<file path="config.mk">
export PLATFORM = sky130hd
export DESIGN_NAME = tree_walker
export DESIGN_NICKNAME = d
export VERILOG_FILES = /design/src/rtl/tree_walker.sv
export SDC_FILE = /design/constraint.sdc
export NUM_CORES = 1
export LEC_CHECK = 0
export ABC_AREA = 1
export CORE_AREA = 3 3 313 315
export CTS_BUF_LIST = sky130_fd_sc_hd__clkbuf_4
export DETAILED_ROUTE_END_ITERATION = 6
export DIE_AREA = 0 0 316 318
export GPL_TIMING_DRIVEN = 0
export PLACE_DENSITY = 0.36
export SYNTH_ARGS = -nofsm -noshare
export SYNTH_HDL_FRONTEND = slang
export SYNTH_SLANG_ARGS = --single-unit
</file>
<file path="constraint.sdc">
create_clock -name clk -period 10.06 [get_ports clk]
set_input_delay 2.012 -clock clk [delete_from_list [all_inputs] [get_ports clk]]
set_output_delay 2.012 -clock clk [all_outputs]
set_load 0.01 [all_outputs]
</file>
<file path="src/rtl/tree_walker.sv">
// rtl/tree_walker.sv - descends/ascends a static tree image by child identifier with a bounded path stack
module tree_walker #(
  parameter int IDENTIFIER_SIZE     = 8,
  parameter int NODE_ADDR_SIZE      = 8,
  parameter int MAX_NODES_PER_LEVEL = 4,
  parameter int NUM_MSGS            = 16,
  parameter int MAX_DEPTH           = 4
) (
  input  logic                                  clk,
  input  logic                                  rst_n,
  input  logic [NUM_MSGS*(IDENTIFIER_SIZE+NODE_ADDR_SIZE*(MAX_NODES_PER_LEVEL+1))-1:0] tree_i,
  input  logic                                  cmd_valid_i,
  output logic                                  cmd_ready_o,
  input  logic [1:0]                            cmd_op_i,
  input  logic [IDENTIFIER_SIZE-1:0]            cmd_id_i,
  output logic                                  rsp_valid_o,
  input  logic                                  rsp_ready_i,
  output logic [1:0]                            rsp_status_o,
  output logic [NODE_ADDR_SIZE-1:0]             rsp_node_addr_o,
  output logic [$clog2(MAX_DEPTH+1)-1:0]        depth_o
);

  localparam int NODE_SIZE = IDENTIFIER_SIZE + NODE_ADDR_SIZE * (MAX_NODES_PER_LEVEL + 1);
  localparam int DW        = $clog2(MAX_DEPTH + 1);
  localparam int KW        = (MAX_NODES_PER_LEVEL > 1) ? $clog2(MAX_NODES_PER_LEVEL) : 1;

  localparam logic [1:0] OP_DESCEND   = 2'b00;
  localparam logic [1:0] OP_ASCEND    = 2'b01;
  localparam logic [1:0] ST_OK        = 2'b00;
  localparam logic [1:0] ST_NOT_FOUND = 2'b01;
  localparam logic [1:0] ST_OVERFLOW  = 2'b10;
  localparam logic [1:0] ST_UNDERFLOW = 2'b11;

  typedef enum logic [1:0] {IDLE, SEARCH, RESP} state_e;

  state_e                     state_q, state_d;
  logic                       live_q;
  logic [KW-1:0]              k_q, k_d;
  logic [IDENTIFIER_SIZE-1:0] id_q, id_d;
  logic [1:0]                 status_q, status_d;
  logic [NODE_ADDR_SIZE-1:0]  cur_q, cur_d;
  logic [DW-1:0]              depth_q, depth_d;
  logic [NODE_ADDR_SIZE-1:0]  stack_q [MAX_DEPTH];
  logic [NODE_ADDR_SIZE-1:0]  stack_d [MAX_DEPTH];

  logic [NODE_SIZE-1:0]       cur_node;
  logic [NODE_ADDR_SIZE-1:0]  child_addr;
  logic [IDENTIFIER_SIZE-1:0] child_id;
  logic                       child_in_range;
  logic [NODE_ADDR_SIZE-1:0]  top_addr;
  logic                       child_match;

  // Parent fields ride along in the image but the walker keeps its own path stack instead.
  logic unused_tree;
  assign unused_tree = ^tree_i;

  // Look up the current node, the child in slot k, that child's identifier and the stack top.
  always_comb begin
    cur_node = '0;
    for (int n = 0; n < NUM_MSGS; n++) begin
      if (cur_q == NODE_ADDR_SIZE'(n)) cur_node = tree_i[n*NODE_SIZE +: NODE_SIZE];
    end
    child_addr = '0;
    for (int s = 0; s < MAX_NODES_PER_LEVEL; s++) begin
      if (k_q == KW'(s)) child_addr = cur_node[IDENTIFIER_SIZE + s*NODE_ADDR_SIZE +: NODE_ADDR_SIZE];
    end
    child_id       = '0;
    child_in_range = 1'b0;
    for (int n = 0; n < NUM_MSGS; n++) begin
      if (child_addr == NODE_ADDR_SIZE'(n)) begin
        child_id       = tree_i[n*NODE_SIZE +: IDENTIFIER_SIZE];
        child_in_range = 1'b1;
      end
    end
    top_addr = '0;
    for (int d = 0; d < MAX_DEPTH; d++) begin
      if (depth_q == DW'(d + 1)) top_addr = stack_q[d];
    end
    child_match = (child_addr != '0) && child_in_range && (child_id == id_q);
  end

  // Next-state logic: command decode, one slot per SEARCH cycle, response hold.
  always_comb begin
    state_d  = state_q;
    k_d      = k_q;
    id_d     = id_q;
    status_d = status_q;
    cur_d    = cur_q;
    depth_d  = depth_q;
    for (int d = 0; d < MAX_DEPTH; d++) stack_d[d] = stack_q[d];

    case (state_q)
      IDLE: begin
        if (live_q && cmd_valid_i) begin
          id_d = cmd_id_i;
          k_d  = '0;
          case (cmd_op_i)
            OP_DESCEND: begin
              if (depth_q < DW'(MAX_DEPTH)) begin
                state_d = SEARCH;
              end else begin
                status_d = ST_OVERFLOW;
                state_d  = RESP;
              end
            end
            OP_ASCEND: begin
              if (depth_q != '0) begin
                cur_d    = top_addr;
                depth_d  = depth_q - 1'b1;
                status_d = ST_OK;
              end else begin
                status_d = ST_UNDERFLOW;
              end
              state_d = RESP;
            end
            default: begin
              cur_d    = '0;
              depth_d  = '0;
              for (int d = 0; d < MAX_DEPTH; d++) stack_d[d] = '0;
              status_d = ST_OK;
              state_d  = RESP;
            end
          endcase
        end
      end
      SEARCH: begin
        if (child_match) begin
          for (int d = 0; d < MAX_DEPTH; d++) begin
            if (depth_q == DW'(d)) stack_d[d] = cur_q;
          end
          cur_d    = child_addr;
          depth_d  = depth_q + 1'b1;
          status_d = ST_OK;
          state_d  = RESP;
        end else if ((child_addr == '0) || (k_q == KW'(MAX_NODES_PER_LEVEL - 1))) begin
          status_d = ST_NOT_FOUND;
          state_d  = RESP;
        end else begin
          k_d = k_q + 1'b1;
        end
      end
      RESP: begin
        if (rsp_ready_i) state_d = IDLE;
      end
      default: state_d = IDLE;
    endcase
  end

  // State, committed position and path stack; live_q holds off cmd_ready_o until the first edge out of reset.
  always_ff @(posedge clk or negedge rst_n) begin
    if (!rst_n) begin
      state_q  <= IDLE;
      live_q   <= 1'b0;
      k_q      <= '0;
      id_q     <= '0;
      status_q <= ST_OK;
      cur_q    <= '0;
      depth_q  <= '0;
      for (int d = 0; d < MAX_DEPTH; d++) stack_q[d] <= '0;
    end else begin
      state_q  <= state_d;
      live_q   <= 1'b1;
      k_q      <= k_d;
      id_q     <= id_d;
      status_q <= status_d;
      cur_q    <= cur_d;
      depth_q  <= depth_d;
      for (int d = 0; d < MAX_DEPTH; d++) stack_q[d] <= stack_d[d];
    end
  end

  assign cmd_ready_o     = live_q && (state_q == IDLE);
  assign rsp_valid_o     = (state_q == RESP);
  assign rsp_status_o    = status_q;
  assign rsp_node_addr_o = cur_q;
  assign depth_o         = depth_q;

endmodule

</file>
# After elaboration in Yosys (flattened, before gate mapping)
# Index checks and enable logic that the tools add are counted.
[word_totals] mem_bits_rw=0 wordCells=186 latchBits=0 mem_count=0 reg_bits=58 out_inout_bits=15 in_bits=782 mem_bits_ro=0
[classes] order_cmp=1 add_sub_neg=3 n_eq_ne=55 reduce_logical=24 shifts=0 div=0 mul=0 mux=92 n_bitwise=0
[op_table] cell="$mux 40" n=16
[op_table] cell="$mux 8" n=31
[op_table] cell="$eq 8x4->1 const B" n=16
[op_table] cell="$mux 32" n=3
[op_table] cell="$eq 8x3->1 const B" n=8
[op_table] cell="$pmux 32 s2" n=1
[op_table] cell="$eq 8x2->1 const B" n=4
[op_table] cell="$pmux 8 s2" n=2
[op_table] cell="$mux 2" n=14
[op_table] cell="$reduce_and 5->1" n=5
[op_table] cell="$ne 2x2->1 const B" n=10
[op_table] cell="$eq 8x1->1 const B" n=2
[op_table] cell="$logic_not 8->1" n=2
[op_table] cell="$mux 1" n=16
[op_table] cell="$pmux 2 s2" n=3
[op_table] cell="$pmux 3 s2" n=2
[op_table] cell="$mux 3" n=3
[op_table] cell="$ne 3x3->1 const B" n=3
[op_table] cell="$eq 8x8->1" n=1
[op_table] cell="$reduce_and 4->1" n=2
[op_table] cell="$reduce_bool 8->1" n=1
[op_table] cell="$eq 2x1->1 const B" n=3
[op_table] cell="$eq 2x2->1 const B" n=3
[op_table] cell="$eq 3x2->1 const B" n=2
[op_table] cell="17 further kinds" n=22

# Depth between registers and ports, before layout
[depth] depth_word=42 ltp_mapped=45 depth_no_buf=45

# Worst setup path after synthesis
# OpenSTA, ideal clock, no wires.
[synth_path] kind="in2reg" startpoint="input port tree_i[124]" endpoint="register stack_q[16] (netlist bit)" stages=32 setup_slack_ps=4959 t_required_ps=9943 arrival_time_ps=4984 setup_time_ps=117 path_buffers=1 cell_sequence="nand3_1 nand3_1 a21oi_1 nand4_1 nor2_1 nand4_1 nor2_1 nand4_1 a21oi_1 nand2_1 nand2_1 nand3_2 nor2_8 nand2_2 nor2_4 inv_2 buf_4 or2_0 nand2_1 nand2_1 nand2_1 nand3_1 nand2_1 nand3_1 nand2_1 nand3_2 nor2_4 nand4_4 nand2_4 nand2_1 nand2_1 nand2_1"
[synth_between] elab_chain_cells=37 word_cells_on_any_way=70 cone_classes="eq/ne: 17; mux: 48; reduce/logical: 5"
[synth_rtl] item="start: declaration" line_no="11" text="input logic [NUM_MSGS*(IDENTIFIER_SIZE+NODE_ADDR_SIZE*(MAX_NODES_PER_LEVEL+1))-1:0] tree_i,"
[synth_rtl] item="$mux 40 * (14 in a row)" line_no="61" text="if (cur_q == NODE_ADDR_SIZE'(n)) cur_node = tree_i[n*NODE_SIZE +: NODE_SIZE];"
[synth_rtl] item="$mux 8 * (2 in a row)" line_no="65" text="if (k_q == KW'(s)) child_addr = cur_node[IDENTIFIER_SIZE + s*NODE_ADDR_SIZE +: NODE_ADDR_SIZE];"
[synth_rtl] item="$logic_not 8->1" line_no="70" text="if (child_addr == NODE_ADDR_SIZE'(n)) begin"
[synth_rtl] item="$mux 8 / $mux 1 (equally long branches) (16 in a row)" line_no="70"
[synth_rtl] item="$eq 8x8->1 / $logic_and 1x1->1 (equally long branches)" line_no="79" text="child_match = (child_addr != '0) && child_in_range && (child_id == id_q);"
[synth_rtl] item="$logic_and 1x1->1 *" line_no="79"
[synth_rtl] item="$ne 2x2->1 (no line) *"
[synth_rtl] item="$reduce_and 5->1 (no line) *"
[synth_rtl] item="end: declaration" line_no="43" text="logic [NODE_ADDR_SIZE-1:0] stack_q [MAX_DEPTH];"
# Every way passes the cells marked *; elsewhere a longest branch is shown, timed or not.
# A chain may end at the register's enable or synchronous reset.

# Worst setup path after layout
[layout_path] startpoint="input port tree_i[112]" endpoint="register stack_q[16] (netlist bit)"
[layout_between] elab_chain_cells=38 word_cells_on_any_way=71 cone_classes="eq/ne: 17; mux: 49; reduce/logical: 5"
[layout_rtl] item="$mux 40 * (14 in a row)" line_no="61"
[layout_rtl] item="$mux 8 * (3 in a row)" line_no="65"
[layout_rtl] item="$logic_not 8->1" line_no="70"
[layout_rtl] item="$mux 8 / $mux 1 (equally long branches) (16 in a row)" line_no="70"
[layout_rtl] item="$eq 8x8->1 / $logic_and 1x1->1 (equally long branches)" line_no="79"
[layout_rtl] item="$logic_and 1x1->1 *" line_no="79"
[layout_rtl] item="$ne 2x2->1 (no line) *"
[layout_rtl] item="$reduce_and 5->1 (no line) *"
# Marked as above.

==> out/metrics.cfg <==
[outcome]
run_status = finished, final reports clean

[flow_run]
cap_violations = 0

[global_route]
grt_pass1_vias = 14500
overflow = 0
grt_antenna_before_repair = 28
grt_usage = 0.165
grt_first_pass_wirelength_mm = 115
grt_start_max_net_pins = 59

[placement]
port_buffers = 668
place.gp.congestion = 0.901
numPlacedInstances = 3692
dp_worst_setup_slack_ns = 2.13
dp_hpwl_mm = 77.5

[cells_and_area]
synthToLayoutAreaGrowth_pct = 91.4
num-nets-final = 3230
layout.cells.non_filler = 3725
postLayoutCoreUtil = 0.187
drive_above_1_share = 0.0704

[min_path]
hold_depth = 2
hp-class = flop to flop
hold_start = stack_q[10]
hold_end = stack_q[10]

[timing]
setup_viol = 0
finalCriticalPeriod_ns = 7.59
worst_pin_slew_ns = 1.16
rsz0062_at_grt = no
holdWs_ns = 0.484
relSlewSlack = 0.221
fmax_mhz = 132
post-route-period-util = 0.754
slew_violations = 0
skew_ns = 0.0327
setup_slack_ns = 2.47
tns_ns = 0
hold_violations = 0

[setup_path]
required_ns = 10.38
cp.arrival_ns = 7.90
regToRegEndpoint = stack_q[16]
cp-start-kind = primary input
r2r_slack_ns = 3.08
worst_path_most_repeated_cell = nand2_1
critical_path_class = primary input to flop
reg2reg_from = rsp_node_addr_o[0]
critPathSlowestCell = nand4_1
max_stage_delay_ns = 0.59
r2r_cells = 36
path_max_fanout = 9
end_kind = flop

[clocking]
ctsRootBufferMaster = clkbuf_4
clock_sinks = 58
numCtsBuffers = 9
cts_buffer_depth = 2
post-cts-setup-buffer-count = 0
cts_resized = 0
clk_pin_slew_ns = 0.12
postCtsHoldBufs = 0
clkLatencyLatePin_ns = 0.45
htreeDepth = 3
tritoncts = built

[die]
die_w_um = 316
rows = 113
fp.dieH_um = 318
coreArea_um2 = 95200
start_util = 0.0979
io_pins = 797
dieArea_um2 = 100000

[yosys]
synth_top_area_frac = 0.268
yosysSeqAreaShare = 0.156
synth-edff-count = 0
ys_ff_latch = 58
ys_top_cells_by_count = nand2_1 (665), nor2_1 (207), inv_1 (173)
yosysWarnings = 0
syn_area_um2 = 9320
synth_area_leaders = nand2_1 (27%), dfrtp_1 (16%), nor2_1 (8.3%), nand3_1 (7.9%), inv_1 (7.0%)
avgSynthCellArea_um2 = 5.30
syn-num-nets = 2549
yosysTopAreaCell = nand2_1
synthCells = 1757
synth_cell_types = 54
async_flop_share = 1.00
synthFlopType = dfrtp_1
yosysMostFrequentCell = nand2_1

[power]
vdd_drop_max_mv = 0.190
pwr_density_cell_nw_per_um2 = 327
leakage_nw = 7.53

[drt]
drt-total-wl_mm = 87.3
drc = 0
drt_iter0_markers = 845
first_pass_iters = 7
ant_nets = 0
vias = 14200
wl_per_cell_um = 23.4
viasPerCell = 3.82

power by group:
part	switching [mW]	internal (mW)	leakage (nW)
combinational	3.85	1.42	6.66
sequential	0.0605	0.283	0.786
clock	0.111	0.103	0.0833
total	4.02	1.80	7.53
state kept, by name (all words and copies together) (netlist names):
name / count
stack_q: 32
state_q: 2
live_q: 1
rsp_status_o: 2
id_q: 8
rsp_node_addr_o: 8
depth_o: 3
k_q: 2
logic make-up after synthesis:
group,Yosys count,share of synthesized area
other,1,0.000402
buffers and inverters,266,0.127
AND/OR/NAND/NOR,1221,0.583
adder cells (fa/ha/maj),10,0.0134
AO/OA/AOI/OAI,200,0.120
flip-flops,58,0.156
XOR/XNOR,1,0.000940
cells in the final DEF, fill, tap and decap left out, types with 3 or more instances in the layout:
| cell | instances |
|---|---|
| a211oi_1 | 3 |
| buf_8 | 3 |
| buf_2 | 20 |
| or2_0 | 11 |
| o21ai_1 | 16 |
| o211ai_1 | 5 |
| clkbuf_4 | 10 |
| a21boi_1 | 11 |
| nand4_1 | 95 |
| nor2_2 | 19 |
| a21oi_1 | 89 |
| clkbuf_1 | 14 |
| buf_6 | 7 |
| nand3_1 | 147 |
| dfrtp_1 | 58 |
| nor3_1 | 14 |
| inv_2 | 33 |
| o21ai_0 | 51 |
| nor3_2 | 6 |
| or2_2 | 11 |
| buf_4 | 13 |
| ha_1 | 10 |
| nor2_1 | 206 |
| nand2_1 | 665 |
| nand2_2 | 14 |
| a21boi_0 | 3 |
| inv_1 | 173 |
| a31oi_1 | 4 |
| nand3_2 | 5 |
| nor2_4 | 9 |
| o22ai_1 | 9 |
| nand2_4 | 5 |
| diode_2 | 17 |
| clkdlybuf4s50_1 | 667 |
area by class of cell:
type | count | area, um2
fillers | 11100 | 77300
clock inverters | 7 | 101
diodes | 17 | 42.5
well taps | 1265 | 1580
clock buffers | 9 | 67.6
repair buffers | 670 | 6710
flip-flops and latches | 58 | 1450
inverters | 206 | 773
multi-input cells | 1433 | 6700
plain buffers | 60 | 408
routing by layer:
metal,vias to the layer above,global-route usage,part of all wire
li1,7046,-,-
met1,6565,0.199,0.41
met2,528,0.294,0.49
met3,73,0.0357,0.069
met4,10,0.0414,0.023
met5,-,0,0.00077
per-stage QoR:
| stage | power [mW] | area, um2 |
|---|---|---|
| after global placement | 5.74 | 17600 |
| final | 5.83 | 17800 |
| after floorplan | 3.12 | 9320 |
| after CTS | 5.98 | 17800 |
| after detailed placement | 5.75 | 17600 |
| after global routing | 6.37 | 17800 |
how the worst max path moves through the flow:
stage           startpoint     endpoint  slack [ns]  cells after the start
6_report       tree_i[112]  stack_q[16]        2.47                     39
3_3_place_gp   tree_i[112]   stack_q[2]        2.15                     39
2_1_floorplan  tree_i[124]  stack_q[16]        4.96                     32
5_1_grt         tree_i[64]   stack_q[9]        2.06                     39
3_5_place_dp   tree_i[112]  stack_q[16]        2.13                     41
4_1_cts        tree_i[112]  stack_q[16]        2.60                     41
worst max-delay path, delay by kind of cell:
kind	cells	cell delay, ns
and+or+nand+nor	37	5.20
buffers and inverters	2	0.61
(Power assumes the default switching activity.)
